<file path="config.mk">
export PLATFORM = sky130hd
export DESIGN_NAME = prog_counter
export DESIGN_NICKNAME = d
export VERILOG_FILES = /design/src/rtl/prog_counter.sv
export SDC_FILE = /design/constraint.sdc
export NUM_CORES = 1
export LEC_CHECK = 0
export ABC_AREA = 1
export CORE_AREA = 2 2 39 41
export CTS_BUF_LIST = sky130_fd_sc_hd__clkbuf_8 sky130_fd_sc_hd__clkbuf_16
export CTS_CLUSTER_SIZE = 25
export DETAILED_ROUTE_END_ITERATION = 16
export DIE_AREA = 0 0 41 43
export PLACE_DENSITY = 0.41
export SYNTH_ARGS = -nofsm -noshare
export SYNTH_HDL_FRONTEND = slang
export SYNTH_SLANG_ARGS = --single-unit
</file>
<file path="constraint.sdc">
create_clock -name clk -period 1.3 [get_ports clk]
set_input_delay 0.195 -clock clk [delete_from_list [all_inputs] [get_ports clk]]
set_output_delay 0.195 -clock clk [all_outputs]
set_load 0.02 [all_outputs]
</file>
<file path="src/rtl/prog_counter.sv">
// prog_counter: program counter for the RichieJr CPU core.
// Holds the current instruction address and advances it by STEP on each
// enabled rising clock edge. out drives the instruction-memory address bus.
// res is an asynchronous, active-high reset that forces RESET_VAL.
// Optional parallel load (jumps) is compiled in when the macro
// PROG_COUNTER_LOAD_EN is defined. It adds the ports ld and ld_val, and the
// priority becomes res > ld > en.
module prog_counter #(
    parameter int unsigned           WIDTH     = 4,
    parameter logic [WIDTH-1:0]      RESET_VAL = '0,
    parameter logic [WIDTH-1:0]      STEP      = WIDTH'(1)
) (
    input  logic             clk,
    input  logic             res,
    input  logic             en,
`ifdef PROG_COUNTER_LOAD_EN
    input  logic             ld,
    input  logic [WIDTH-1:0] ld_val,
`endif
    output logic [WIDTH-1:0] out
);

    logic [WIDTH-1:0] count_reg;
    logic [WIDTH-1:0] count_next;

    // Next-state selection. An unknown en falls through to the hold branch.
    // The addition wraps modulo 2^WIDTH, so there is no carry flag and no stall.
    always_comb begin
        count_next = count_reg;
`ifdef PROG_COUNTER_LOAD_EN
        if (ld) begin
            count_next = ld_val;
        end else if (en) begin
            count_next = count_reg + STEP;
        end
`else
        if (en) begin
            count_next = count_reg + STEP;
        end
`endif
    end

    // State register. res clears it asynchronously and discards any pending
    // increment. Deassertion of res is deliberately not synchronised here.
    always_ff @(posedge clk or posedge res) begin
        if (res) begin
            count_reg <= RESET_VAL;
        end else begin
            count_reg <= count_next;
        end
    end

    assign out = count_reg;

endmodule

</file>
Word level (Yosys, flattened, before mapping):

Cells that the tools add are included.

* $add $sub $neg: 1
* $lt $le $gt $ge: 0
* muxes and demuxes: 0
* reductions and logical operators: 0
* equal/unequal tests: 0
* shift-type cells: 0
* bitwise logic cells: 0
* multipliers: 0
* divide/modulo/power cells: 0

Operator list (count)
* 4-bit by 1-bit adder with 4-bit output, second input constant: 1

* output and inout port bits: 4
* bits in latches: 0
* memory bits (writable): 0
* bits in read-only memories: 0
* memories kept: 0
* logic and storage cells: 2
* input bits: 3
* register bits after elaboration: 4

Depth between registers and ports, before layout:

Gate-level depths: netlist (run 1).

* depth after elaboration: 1
* depth in mapped cells: 4
* mapped depth without buffers: 4

Worst setup path before layout (run 1):

No wires, ideal clock.

* path kind: flip-flop to flip-flop
* start: reg count_reg[0] (netlist: out[0])
* end: reg count_reg[2] (netlist: out[2])
* stages on the path, launching flop included: 5
* required time: 1.182 ns
* path slack: 0.239 ns
* library setup time: 0.118 ns
* period minus slack after synthesis: 1.061 ns
* data arrival time: 0.943 ns
* buffers on the path: 0
* path through: dfrtp_1 ha_1 nand2_1 xor2_1 inv_1

* longest elaborated chain between the ends: 1

RTL lines
* from (decl): line 23 `logic [WIDTH-1:0] count_reg;`
* from (signal assigned): line 49 `count_reg <= count_next;`
* 4-bit by 1-bit adder with 4-bit output: line 38 `count_next = count_reg + STEP;`

No other way between the ends.
A chain may end at the register's enable or synchronous reset.

Worst setup path after layout (run 1):

* start: reg count_reg[2] (netlist: out[2])
* end: out out[2]

RTL lines
* to (decl): line 20 `output logic [WIDTH-1:0] out`

No word-level cell between the ends.

==> summary.json, run 1 <==
{
  "outcome": {
    "outcome": "finished, final reports clean"
  },
  "power": {
    "p_seq_frac": 0.276,
    "internal_power_mw": 0.548,
    "switching_power_mw": 0.302,
    "comb_power_share": 0.427,
    "leakagePower_nw": 0.158,
    "cellPowerDensity_nw_per_um2": 2700,
    "clk_pwr_share": 0.297,
    "peak_supply_drop_mv": 0.819,
    "netSwitchingFraction": 0.355,
    "power_mw": 0.851
  },
  "clock_tree": {
    "cts.root.buffer_cell": "sky130_fd_sc_hd__clkbuf_8",
    "clk_latency_ns": 0.21,
    "clock_tree.buffer_depth": 2,
    "cts_post_setup_buffers_inserted": 0,
    "cts_sinks": 4,
    "tritoncts": "built",
    "htree_num_levels": 1,
    "clk_pin_slew_worst_paths_ns": 0.03,
    "cts_inserted_buffers": 3
  },
  "placement": {
    "buffer_ports.inserted": 6,
    "detailedPlacementHpwl_microns": 292,
    "place_inst": 44,
    "postPlaceCellArea_sq_um": 279,
    "place_congestion": 0.633
  },
  "worst_setup_path": {
    "startpoint_type": "flip-flop",
    "worst-r2r-cell-count": 5,
    "worst_path_largest_cell_delay_ns": 0.39,
    "crit_path_end_kind": "output pin",
    "worst_path_arrival_ns": 0.94,
    "timing.critical_path.to": "out[2]",
    "worstSetupPathDepth": 1,
    "cp-startpoint": "out[2]$_DFFE_PP0P_",
    "cp_data_required_time_ns": 1.11,
    "timing.rr.start": "out[0]$_DFFE_PP0P_",
    "max_fo_critical_path": 3,
    "cell_breakdown_of_the_critical_path": "dlygate4sd2_1",
    "r2r_endpoint": "out[2]$_DFFE_PP0P_",
    "cp.buffers_inverters": 1,
    "worst_path_max_delay_cell": "sky130_fd_sc_hd__dfrtp_1",
    "worst_path_dominant_cell_family": "flip-flops",
    "ff_to_ff_setup_slack_ns": 0.22,
    "criticalPathCategory": "reg2out"
  },
  "yosys": {
    "synthesis.area_sq_um": 184,
    "postSynth.asyncResetShare": 1.00,
    "synth_top_area_cell": "sky130_fd_sc_hd__dfrtp_1",
    "synthesis.area_per_instance_sq_um": 9.20,
    "number_of_distinct_library_cells_after_synthesis": 9,
    "yosysSeqAreaShare": 0.544,
    "synth-seq-cells": 4,
    "synth_cells": 20,
    "ys_flop_type": "sky130_fd_sc_hd__dfrtp_1",
    "synth.top_cells.by_count": "sky130_fd_sc_hd__dfrtp_1, sky130_fd_sc_hd__inv_1, sky130_fd_sc_hd__nand2_1, sky130_fd_sc_hd__nor2_1, sky130_fd_sc_hd__xor2_1",
    "synth.top_cell.area_share": 0.544,
    "yosys_warnings": 0,
    "synthesis.nets": 24,
    "synth-edff-count": 0,
    "synth.top_cells.by_area": "sky130_fd_sc_hd__dfrtp_1, sky130_fd_sc_hd__xor2_1, sky130_fd_sc_hd__inv_1"
  },
  "die": {
    "initial_standard_cell_utilization_of_the_core": 0.133,
    "row_count": 14,
    "die_area_sq_um": 1760,
    "fp.coreArea_sq_um": 1380,
    "ioPinCount": 7,
    "die_height_microns": 43,
    "die_w_microns": 41
  },
  "route": {
    "detail_route.iter0.violations": 1,
    "drt_first_pass_iters": 2,
    "route.detailed.vias_per_inst": 3.40,
    "wl_microns": 362,
    "final_antenna_net_count": 0,
    "vias": 160,
    "remaining_drc_errors": 0,
    "drt-wirelength-per-cell_microns": 7.70
  },
  "global_route": {
    "grt_residual_overflow": 0,
    "grt_pass1_vias": 178,
    "grt.busiest_layer": "met3",
    "grtUsageMet2": 0.0750,
    "fraction_of_met1_tracks_used_by_global_routing": 0.0584,
    "wire_length_of_the_first_global_routing_pass_microns": 641,
    "grt_max_degree": 6,
    "antenna_found_initial": 0,
    "global_route.usage.total": 0.0604,
    "gr_met3_demand_resource": 0.0785
  },
  "timing": {
    "rsz0062_at_grt": "false",
    "finClkSkew_ns": 0.00309,
    "worst_slew_margin_rel": 0.859,
    "final.period_utilization": 0.872,
    "hold_viol": 0,
    "setup_total_negative_slack_ns": 0,
    "final-setup-viol-count": 0,
    "timing.final.max_slew_violations": 0,
    "final_hold_slack_ns": 0.168,
    "tightestPinTransition_ns": 0.213,
    "post-route-min-period_ns": 1.13,
    "maxClockFrequency_mhz": 882
  },
  "flow_run": {
    "cap_viol_max_count": 0
  },
  "cells_and_area": {
    "area_growth_pct": 71.4,
    "storage_element_area_sq_um": 100,
    "design_area_sq_um": 315,
    "total_inserted_antenna_cells": 0,
    "finish.cell_count_without_fillers": 47,
    "fillCellCount": 147,
    "largest_register_ff_count": 4,
    "multi_input_area_sq_um": 68.8,
    "fin_nets": 37,
    "layout_cell_share_with_drive_strength_beyond_1": 0.194
  },
  "min_path": {
    "timing.hold.worst.class": "in2async"
  }
}
[timing repair]
item / 4_1_cts / 5_1_grt
endpoints found under the setup margin: 4 / 0
hold buffers: 0 / 0
resized for setup: 4 / 0
[final cells by class]
| class | instances | area share |
|---|---|---|
| well taps | 16 | 0.0635 |
| multi-input cells | 12 | 0.218 |
| clock buffers | 3 | 0.131 |
| inverters | 4 | 0.0476 |
| repair buffers | 8 | 0.222 |
| flip-flops and latches | 4 | 0.317 |
[layer usage]
metal / wire, microns / part of all wire / up-vias
met5: 0 / 0 / -
met4: 7 / 0.019 / 0
met3: 59 / 0.16 / 2
met2: 125 / 0.35 / 9
met1: 170 / 0.47 / 68
li1: - / - / 81
[worst min-delay path by stage]
stage | start | endpoint
2_1_floorplan | res | out[0]$_DFFE_PP0P_
3_3_place_gp | res | out[3]$_DFFE_PP0P_
3_5_place_dp | res | out[2]$_DFFE_PP0P_
4_1_cts | res | out[2]$_DFFE_PP0P_
5_1_grt | res | out[2]$_DFFE_PP0P_
6_report | res | out[2]$_DFFE_PP0P_
[power by group through the flow]
stage	combinational [mW]	sequential, mW	clock (mW)
floorplan	0.109	0.328	0
global placement	0.403	0.230	0
detailed placement	0.413	0.238	0
CTS	0.369	0.236	0.260
global route	0.405	0.244	0.273
finish	0.363	0.235	0.253
[cells in the final DEF, fill, tap and decap left out, drive strengths merged]
cell	count
xor2	2
nor2	3
ha	1
inv	4
dlygate4sd2	4
buf	2
o21ai	1
nor3	1
clkbuf	3
nand2	4
dfrtp	4
clkdlybuf4s50	2
[stage by stage]
step,utilization,worst slack [ns]
2_1_floorplan,-,0.239
3_3_place_gp,0.202,0.138
3_5_place_dp,0.202,0.111
4_1_cts,0.228,0.157
5_1_grt,0.228,0.135
6_report,0.228,0.167
[worst register-to-register path: cells and delay by family (launching register included)]
family | cells | cell delay, ns
xor gates and xnor gates | 1 | 0.14
adders and majority gates | 1 | 0.19
buffers and inverters | 2 | 0.20
DFF | 1 | 0.37
and+or+nand+nor | 1 | 0.07
[kinds of logic after synthesis]
| family | share of synthesized area |
|---|---|
| adder cells (fa/ha/maj) | 0.0680 |
| flip-flops | 0.544 |
| XOR/XNOR | 0.0953 |
| buffers and inverters | 0.0816 |
| AND/OR/NAND/NOR | 0.184 |
| AO/OA/AOI/OAI | 0.0272 |
(Power assumes the default switching activity.)
==> inputs of run 2 (changes only) <==
PLACE_DENSITY = 0.42   (was 0.41)
clock period = 0.9 ns   (was 1.3 ns; I/O delays follow)
==> summary.json, run 2 (synthesized netlist as in run 1, its figures left out) <==
{
  "global_route": {
    "antenna_found_initial": 0,
    "grt_max_degree": 5,
    "grt_pass1_vias": 173,
    "wire_length_of_the_first_global_routing_pass_microns": 772,
    "global_route.usage.total": 0.0764,
    "grt_residual_overflow": 0
  },
  "timing": {
    "worst_slew_margin_rel": 0.868,
    "final_critical_path_setup_slack_ns": -0.112,
    "final-setup-viol-count": 4,
    "maxClockFrequency_mhz": 988,
    "finClkSkew_ns": 0.00296,
    "rsz0062_at_grt": "true",
    "timing.final.max_slew_violations": 0,
    "post-route-min-period_ns": 1.01,
    "tightestPinTransition_ns": 0.197,
    "final.period_utilization": 1.12,
    "setup_total_negative_slack_ns": -0.300,
    "hold_viol": 0
  },
  "cells_and_area": {
    "most-common-layout-cells": "sky130_fd_sc_hd__buf_4, sky130_fd_sc_hd__nand2_2, sky130_fd_sc_hd__inv_1, sky130_fd_sc_hd__buf_6",
    "total_inserted_antenna_cells": 0,
    "finish.cell_count_without_fillers": 52,
    "layout_commonest_cell": "sky130_fd_sc_hd__buf_4",
    "fillCellCount": 146,
    "fin_nets": 42,
    "largest_register_ff_count": 4,
    "design_area_sq_um": 383,
    "layout_cell_share_with_drive_strength_beyond_1": 0.583,
    "area_growth_pct": 108
  },
  "route": {
    "wl_microns": 468,
    "vias": 170,
    "detail_route.iter0.violations": 5,
    "route.detailed.vias_per_inst": 3.27,
    "drt_first_pass_iters": 4,
    "remaining_drc_errors": 0,
    "final_antenna_net_count": 0,
    "drt-wirelength-per-cell_microns": 9.00
  },
  "clock_tree": {
    "clock_tree.buffer_depth": 2,
    "post_cts_hold_buffer_count": 0,
    "cts_sinks": 4,
    "htree_num_levels": 1,
    "tritoncts": "built",
    "cts.root.buffer_cell": "sky130_fd_sc_hd__clkbuf_8",
    "cts_inserted_buffers": 3,
    "clk_pin_slew_worst_paths_ns": 0.04,
    "clk_latency_ns": 0.22
  },
  "power": {
    "peak_supply_drop_mv": 1.17,
    "cellPowerDensity_nw_per_um2": 4060,
    "leakagePower_nw": 0.191
  },
  "worst_setup_path": {
    "crit_path_end_kind": "output pin",
    "worst-r2r-cell-count": 5,
    "cell_breakdown_of_the_critical_path": "buf_4, buf_6",
    "max_fo_critical_path": 2,
    "worst_path_largest_cell_delay_ns": 0.40,
    "cp_data_required_time_ns": 0.76,
    "worst_path_max_delay_cell": "sky130_fd_sc_hd__dfrtp_2",
    "criticalPathCategory": "reg2out",
    "ff_to_ff_setup_slack_ns": -0.11,
    "r2r_endpoint": "out[2]$_DFFE_PP0P_",
    "startpoint_type": "flip-flop",
    "timing.rr.start": "out[1]$_DFFE_PP0P_",
    "worst_path_arrival_ns": 0.88
  },
  "flow_run": {
    "cap_viol_max_count": 0
  },
  "min_path": {
    "timing.hold.worst.class": "in2async"
  },
  "die": {
    "ioPinCount": 7,
    "fp.coreArea_sq_um": 1380,
    "die_height_microns": 43,
    "die_w_microns": 41,
    "initial_standard_cell_utilization_of_the_core": 0.133,
    "die_area_sq_um": 1760,
    "row_count": 14
  },
  "placement": {
    "detailedPlacementHpwl_microns": 329,
    "dp_slack_ns": -0.215,
    "postPlaceCellArea_sq_um": 319,
    "place_inst": 47,
    "place_congestion": 0.636,
    "buffer_ports.inserted": 6
  },
  "outcome": {
    "outcome": "finished with violations",
    "violated_checks": "setup timing"
  }
}
==> run 2: what timing repair did <==
action                     in CTS  in global routing
gates resized for setup        19                  6
buffers inserted                1                  1
pin swaps                       2                  0
cloned                          0                  0
setup endpoints to repair       7                  7
==> run 2: layer usage <==
layer | up-vias | track usage | wire [microns]
li1 | 91 | - | -
met1 | 73 | 0.0871 | 204
met2 | 6 | 0.0875 | 223
met3 | 0 | 0.0314 | 40
met4 | 0 | 0.100 | 0
met5 | - | 0 | 0
==> run 2: critical path, delay by kind of cell, from the launching register on <==
kind	cells	cell delay [ns]
buffers and inverters	2	0.26
DFF	1	0.40
==> run 2: how the worst max path moves through the flow <==
stage | from | end | slack, ns | depth (start not counted)
floorplan | out[0]$_DFFE_PP0P_ | out[2]$_DFFE_PP0P_ | -0.08 | 4
global placement | en | out[3]$_DFFE_PP0P_ | -0.19 | 4
detailed placement | en | out[3]$_DFFE_PP0P_ | -0.21 | 4
CTS | out[1]$_DFFE_PP0P_ | out[2]$_DFFE_PP0P_ | -0.11 | 5
global route | out[0]$_DFFE_PP0P_ | out[2]$_DFFE_PP0P_ | -0.17 | 5
finish | out[1]$_DFFE_PP0P_ | out[1] | -0.11 | 2
==> run 2: through the flow <==
step,hold slack [ns],total power [mW],utilization
global route,0.128,1.68,0.277
detailed placement,0.337,1.07,0.231
global placement,0.343,1.05,0.231
finish,0.110,1.55,0.277
CTS,0.110,1.48,0.259
floorplan,-0.0991,0.689,-
==> run 2: power breakdown <==
group / internal (mW) / leakage (nW) / switching [mW]
logic: 0.445 / 0.124 / 0.377
registers: 0.283 / 0.0448 / 0.0588
clock network: 0.286 / 0.0216 / 0.104
==> run 2: layout make-up <==
class	instances	area, sq um	share of cell area
Multi-Input combinational cell	12	88.8	0.232
Sequential cell	4	103	0.268
Inverter	4	15.0	0.0392
Tap cell	16	20.0	0.0523
Clock buffer	3	41.3	0.108
Timing Repair Buffer	13	115	0.301
==> inputs of run 3 (changes only) <==
CORE_AREA = 5 5 42 44   (was 2 2 39 41)
DIE_AREA = 0 0 47 49   (was 0 0 41 43)
==> summary.json, run 3 (synthesized netlist as in run 1, its figures left out) <==
{
  "outcome": {
    "outcome": "finished with violations",
    "violated_checks": "setup timing"
  },
  "placement": {
    "place_inst": 47,
    "detailedPlacementHpwl_microns": 331,
    "place_congestion": 0.616,
    "buffer_ports.inserted": 6
  },
  "min_path": {
    "timing.hold.worst.class": "in2async"
  },
  "timing": {
    "worst_slew_margin_rel": 0.893,
    "final.period_utilization": 1.13,
    "post-route-min-period_ns": 1.02,
    "rsz0062_at_grt": "true",
    "final_critical_path_setup_slack_ns": -0.118,
    "final-setup-viol-count": 4,
    "hold_viol": 0,
    "timing.final.max_slew_violations": 0,
    "finClkSkew_ns": 0.00668,
    "setup_total_negative_slack_ns": -0.395,
    "maxClockFrequency_mhz": 983,
    "tightestPinTransition_ns": 0.160
  },
  "clock_tree": {
    "htree_num_levels": 1,
    "cts_sinks": 4,
    "cts.root.buffer_cell": "sky130_fd_sc_hd__clkbuf_8",
    "clock_tree.buffer_depth": 2,
    "cts_inserted_buffers": 3,
    "tritoncts": "built",
    "post_cts_hold_buffer_count": 0,
    "clk_latency_ns": 0.21,
    "clk_pin_slew_worst_paths_ns": 0.03
  },
  "cells_and_area": {
    "most-common-layout-cells": "sky130_fd_sc_hd__buf_4, sky130_fd_sc_hd__inv_1, sky130_fd_sc_hd__buf_6",
    "fillCellCount": 164,
    "largest_register_ff_count": 4,
    "finish.cell_count_without_fillers": 54,
    "layout_cell_share_with_drive_strength_beyond_1": 0.632,
    "area_growth_pct": 121,
    "total_inserted_antenna_cells": 0,
    "fin_nets": 43,
    "layout_commonest_cell": "sky130_fd_sc_hd__buf_4"
  },
  "die": {
    "initial_standard_cell_utilization_of_the_core": 0.131,
    "ioPinCount": 7,
    "row_count": 14,
    "fp.coreArea_sq_um": 1400,
    "die_w_microns": 47,
    "die_area_sq_um": 2300,
    "die_height_microns": 49
  },
  "worst_setup_path": {
    "worst_path_arrival_ns": 1.11,
    "crit_path_end_kind": "flip-flop",
    "max_fo_critical_path": 3,
    "cp_data_required_time_ns": 1.00,
    "cell_breakdown_of_the_critical_path": "buf_6, ha_4, nand2_2, xor2_1, inv_1",
    "worst_path_largest_cell_delay_ns": 0.40,
    "startpoint_type": "flip-flop",
    "criticalPathCategory": "reg2reg",
    "cp.buffers_inverters": 2,
    "worst_path_max_delay_cell": "sky130_fd_sc_hd__dfrtp_2",
    "worst_path_dominant_cell_family": "flip-flops"
  },
  "route": {
    "final_antenna_net_count": 0,
    "detail_route.iter0.violations": 0,
    "drt-wirelength-per-cell_microns": 9.00,
    "drt_first_pass_iters": 1,
    "remaining_drc_errors": 0,
    "route.detailed.vias_per_inst": 3.44,
    "vias": 186,
    "wl_microns": 486
  },
  "power": {
    "comb_power_share": 0.564,
    "internal_power_mw": 1.09,
    "switching_power_mw": 0.568,
    "netSwitchingFraction": 0.343,
    "p_seq_frac": 0.209,
    "leakagePower_nw": 0.196,
    "cellPowerDensity_nw_per_um2": 4070,
    "clk_pwr_share": 0.227,
    "peak_supply_drop_mv": 1.84
  },
  "global_route": {
    "global_route.usage.total": 0.0558,
    "grt_max_degree": 5,
    "grt_pass1_vias": 200,
    "wire_length_of_the_first_global_routing_pass_microns": 828,
    "antenna_found_initial": 0,
    "grt_residual_overflow": 0
  },
  "flow_run": {
    "cap_viol_max_count": 0
  }
}
[run 3: changes by cell type in the layout (fill, tap and decap cells not counted), sizes merged]
cell	delta
inv	+1
clkdlybuf4s50	+1
dlymetal6s2s	-1
buf	+1
[run 3: area by class of cell]
class	instances	area [sq um]	area share
Clock buffer	3	41.3	0.102
Tap cell	16	20.0	0.0492
Multi-Input combinational cell	12	97.6	0.240
Clock inverter	1	3.75	0.00923
Sequential cell	4	103	0.252
Inverter	4	15.0	0.0369
Timing Repair Buffer	14	126	0.311
[run 3: repair_timing]
item	CTS	global route
setup endpoints to repair	7	7
buffers inserted	1	3
pin swaps	1	0
gates resized for setup	20	8
[run 3: power by group through the flow]
stage | clock (mW) | sequential, mW | combinational, mW
2_1_floorplan | 0 | 0.505 | 0.184
3_3_place_gp | 0 | 0.326 | 0.719
3_5_place_dp | 0 | 0.333 | 0.734
4_1_cts | 0.389 | 0.345 | 0.734
5_1_grt | 0.419 | 0.352 | 1.02
6_report | 0.376 | 0.345 | 0.933
[run 3: metrics by stage]
| stage | hold WS, ns | utilization | setup slack, ns | instance area (sq um) | power, mW |
|---|---|---|---|---|---|
| after floorplan | -0.0991 | - | -0.0769 | 201 | 0.689 |
| after global placement | 0.336 | 0.228 | -0.175 | 319 | 1.04 |
| after detailed placement | 0.334 | 0.228 | -0.202 | 319 | 1.07 |
| after CTS | 0.113 | 0.261 | -0.126 | 365 | 1.47 |
| after global routing | 0.133 | 0.290 | -0.167 | 407 | 1.79 |
| final | 0.112 | 0.290 | -0.118 | 407 | 1.65 |
[run 3: final timing paths]
check | startpoint | end | slack, ns | cells after the start
worst max-delay path | out[1]$_DFFE_PP0P_ | out[2]$_DFFE_PP0P_ | -0.12 | 5
worst min-delay path | res | out[1]$_DFFE_PP0P_ | 0.11 | 2
worst max register to register | out[1]$_DFFE_PP0P_ | out[2]$_DFFE_PP0P_ | -0.12 | 5
worst min register to register | out[3]$_DFFE_PP0P_ | out[3]$_DFFE_PP0P_ | 0.61 | 3
max in group asynchronous | res | out[0]$_DFFE_PP0P_ | 0.62 | 2
min in group clk | out[3]$_DFFE_PP0P_ | out[3]$_DFFE_PP0P_ | 0.61 | 3
[run 3: layer usage]
metal	track usage	part of all wire	vias up	wire, microns
met5	0	0	-	0
met4	0.0415	0	0	0
met3	0.0664	0.16	0	80
met2	0.0588	0.47	9	227
met1	0.0576	0.36	82	177
li1	-	-	95	-
==> variant 1: new RTL, flow settings as in run 1 <==
Build with the macro `PROG_COUNTER_LOAD_EN` defined.
--- a/src/rtl/prog_counter.sv
+++ b/src/rtl/prog_counter.sv
@@ -7,2 +7,4 @@
 // priority becomes res > ld > en.
+`define PROG_COUNTER_LOAD_EN
+
 module prog_counter #(
Ports: changed (added ld and ld_val); port bits go from 7 to 12. No check against the original RTL was run, so the function may have changed too.
==> variant 1 against run 1 <==
- routed wire length rose by 50%
- sequential cell count did not move
- core utilization rose by 7.1 points
- synthesized area rose by 22%
- final area rose by 31%
- setup slack got worse by 4.0 ps
- hold slack got worse by 6.3 ps
- largest cell class is now non-clock buffers
Power is not compared: it rests on default switching activity, and its combinational part moved more than twofold at a synthesized area within 25%.
==> variant 1: results (changes against run 1) <==
stage,metric,value,unit,change
timing,hold slack,161.9,ps,was 168.2 ps
routing,vias post-DR,245,,was 160
critical_path,worst-path cell with the longest stage delay,dfrtp_1,,unchanged
global_routing,number of global-route vias before repair,235,,was 178
global_routing,largest net degree at the start of global routing,7,,was 6
placed_design,gpl congestion,0.7411,,was 0.6327
pwr,cell-internal power,0.0004045,W,
critical_path,worst-path fanout max,4,,was 3
synthesis,"Seq/Total Area, Yosys",0.4469,,was 0.5442
timing,Max Clock Skew,5.069,ps,was 3.091 ps
global_routing,first-pass GRT wire length,931,um,was 641 um
final_layout,layout cells sized above 1,0.1333,,was 0.1935
timing,final cycle utilization of the critical path,0.8749,,was 0.8718
synthesis,adder-cell share of the synthesized area,0.05587,,was 0.06803
routing,1st-iter DRT viols,2,,was 1
final_layout,# fillers,150,,was 147
synthesis,compound-gate portion of the synthesized area,0.1453,,was 0.02721
synthesis,Synthesized Nets,37,,was 24
final_layout,nets,56,,was 37
synthesis,Yosys cell types,11,,was 9
global_routing,overall routing resource usage,0.08451,,was 0.06042
synthesis,"top cells by count, synth","nand2_1 (7), dfrtp_1 (4), inv_1 (4)",,"was dfrtp_1 (4), inv_1 (4), nand2_1 (3), nor2_1 (3), xor2_1 (2)"
placed_design,PortBufs,11,,was 6
routing,WL per Instance,8.885,um,was 7.702 um
synthesis,main area contributors after synthesis,"dfrtp_1 (45%), nand2_1 (12%), nand3_1 (6.7%)",,"was dfrtp_1 (54%), xor2_1 (9.5%), inv_1 (8.2%)"
outcome,status,"complete, no violations",,unchanged
pwr,Pleak,0.2011,nW,
timing,worst-margin pin slew,256.4,ps,was 212.6 ps
placed_design,Place WS,-5.086,ps,was 111.2 ps
critical_path,r2r setup slk,260,ps,was 220 ps
synthesis,xor/xnor cell area share of the yosys netlist,0.03911,,was 0.09524
routing,Detailed Routing Iterations Pass 1,2,,unchanged
variant 1: path summary, 6_finish.rpt:
check                                   startpoint                 end  cells past startpoint
worst max-delay path            out[3]$_DFFE_PP0P_              out[3]                      1
worst min-delay path                           res  out[2]$_DFFE_PP0P_                      2
worst min register to register  out[3]$_DFFE_PP0P_  out[3]$_DFFE_PP0P_                      2
min in group clk                out[3]$_DFFE_PP0P_  out[3]$_DFFE_PP0P_                      2
worst max register to register  out[0]$_DFFE_PP0P_  out[1]$_DFFE_PP0P_                      4
max in group asynchronous                      res  out[1]$_DFFE_PP0P_                      2
variant 1: power by group through the flow:
stage / clock network, W / logic (W) / registers [W]
finish: 0.000262 / 0.000131 / 0.000149
global route: 0.000277 / 0.000146 / 0.000152
CTS: 0.000267 / 0.000133 / 0.000150
detailed placement: 0 / 0.000143 / 0.000152
global placement: 0 / 0.000143 / 0.000151
floorplan: 0 / 0.0000367 / 0.000177
variant 1: per-stage QoR:
stage / std cells / area, sq um
6_report: 61 / 412.9
5_1_grt: 61 / 412.9
4_1_cts: 61 / 412.9
3_5_place_dp: 58 / 376.6
3_3_place_gp: 58 / 376.6
2_1_floorplan: 28 / 224.0
variant 1: cell type report:
type	count	area (sq um)	area share
sequential	4	100.1	0.2424
multi-input combinational	20	108.9	0.2636
clock buffer	3	41.29	0.1000
inverter	4	15.01	0.03636
timing repair buffer	14	127.6	0.3091
tap	16	20.02	0.04848
variant 1: kinds of logic after synthesis:
group,after synthesis
buffers and inverters,4
flip-flops,4
AO/OA/AOI/OAI,5
adder cells (fa/ha/maj),1
AND/OR/NAND/NOR,13
XOR/XNOR,1
variant 1: routing by layer:
metal  wire length [um]  track usage  share of wire
met5                  0            0              0
met4                  0      0.02000              0
met3                 57      0.09424           0.11
met2                240       0.1063           0.44
met1                243      0.09385           0.45
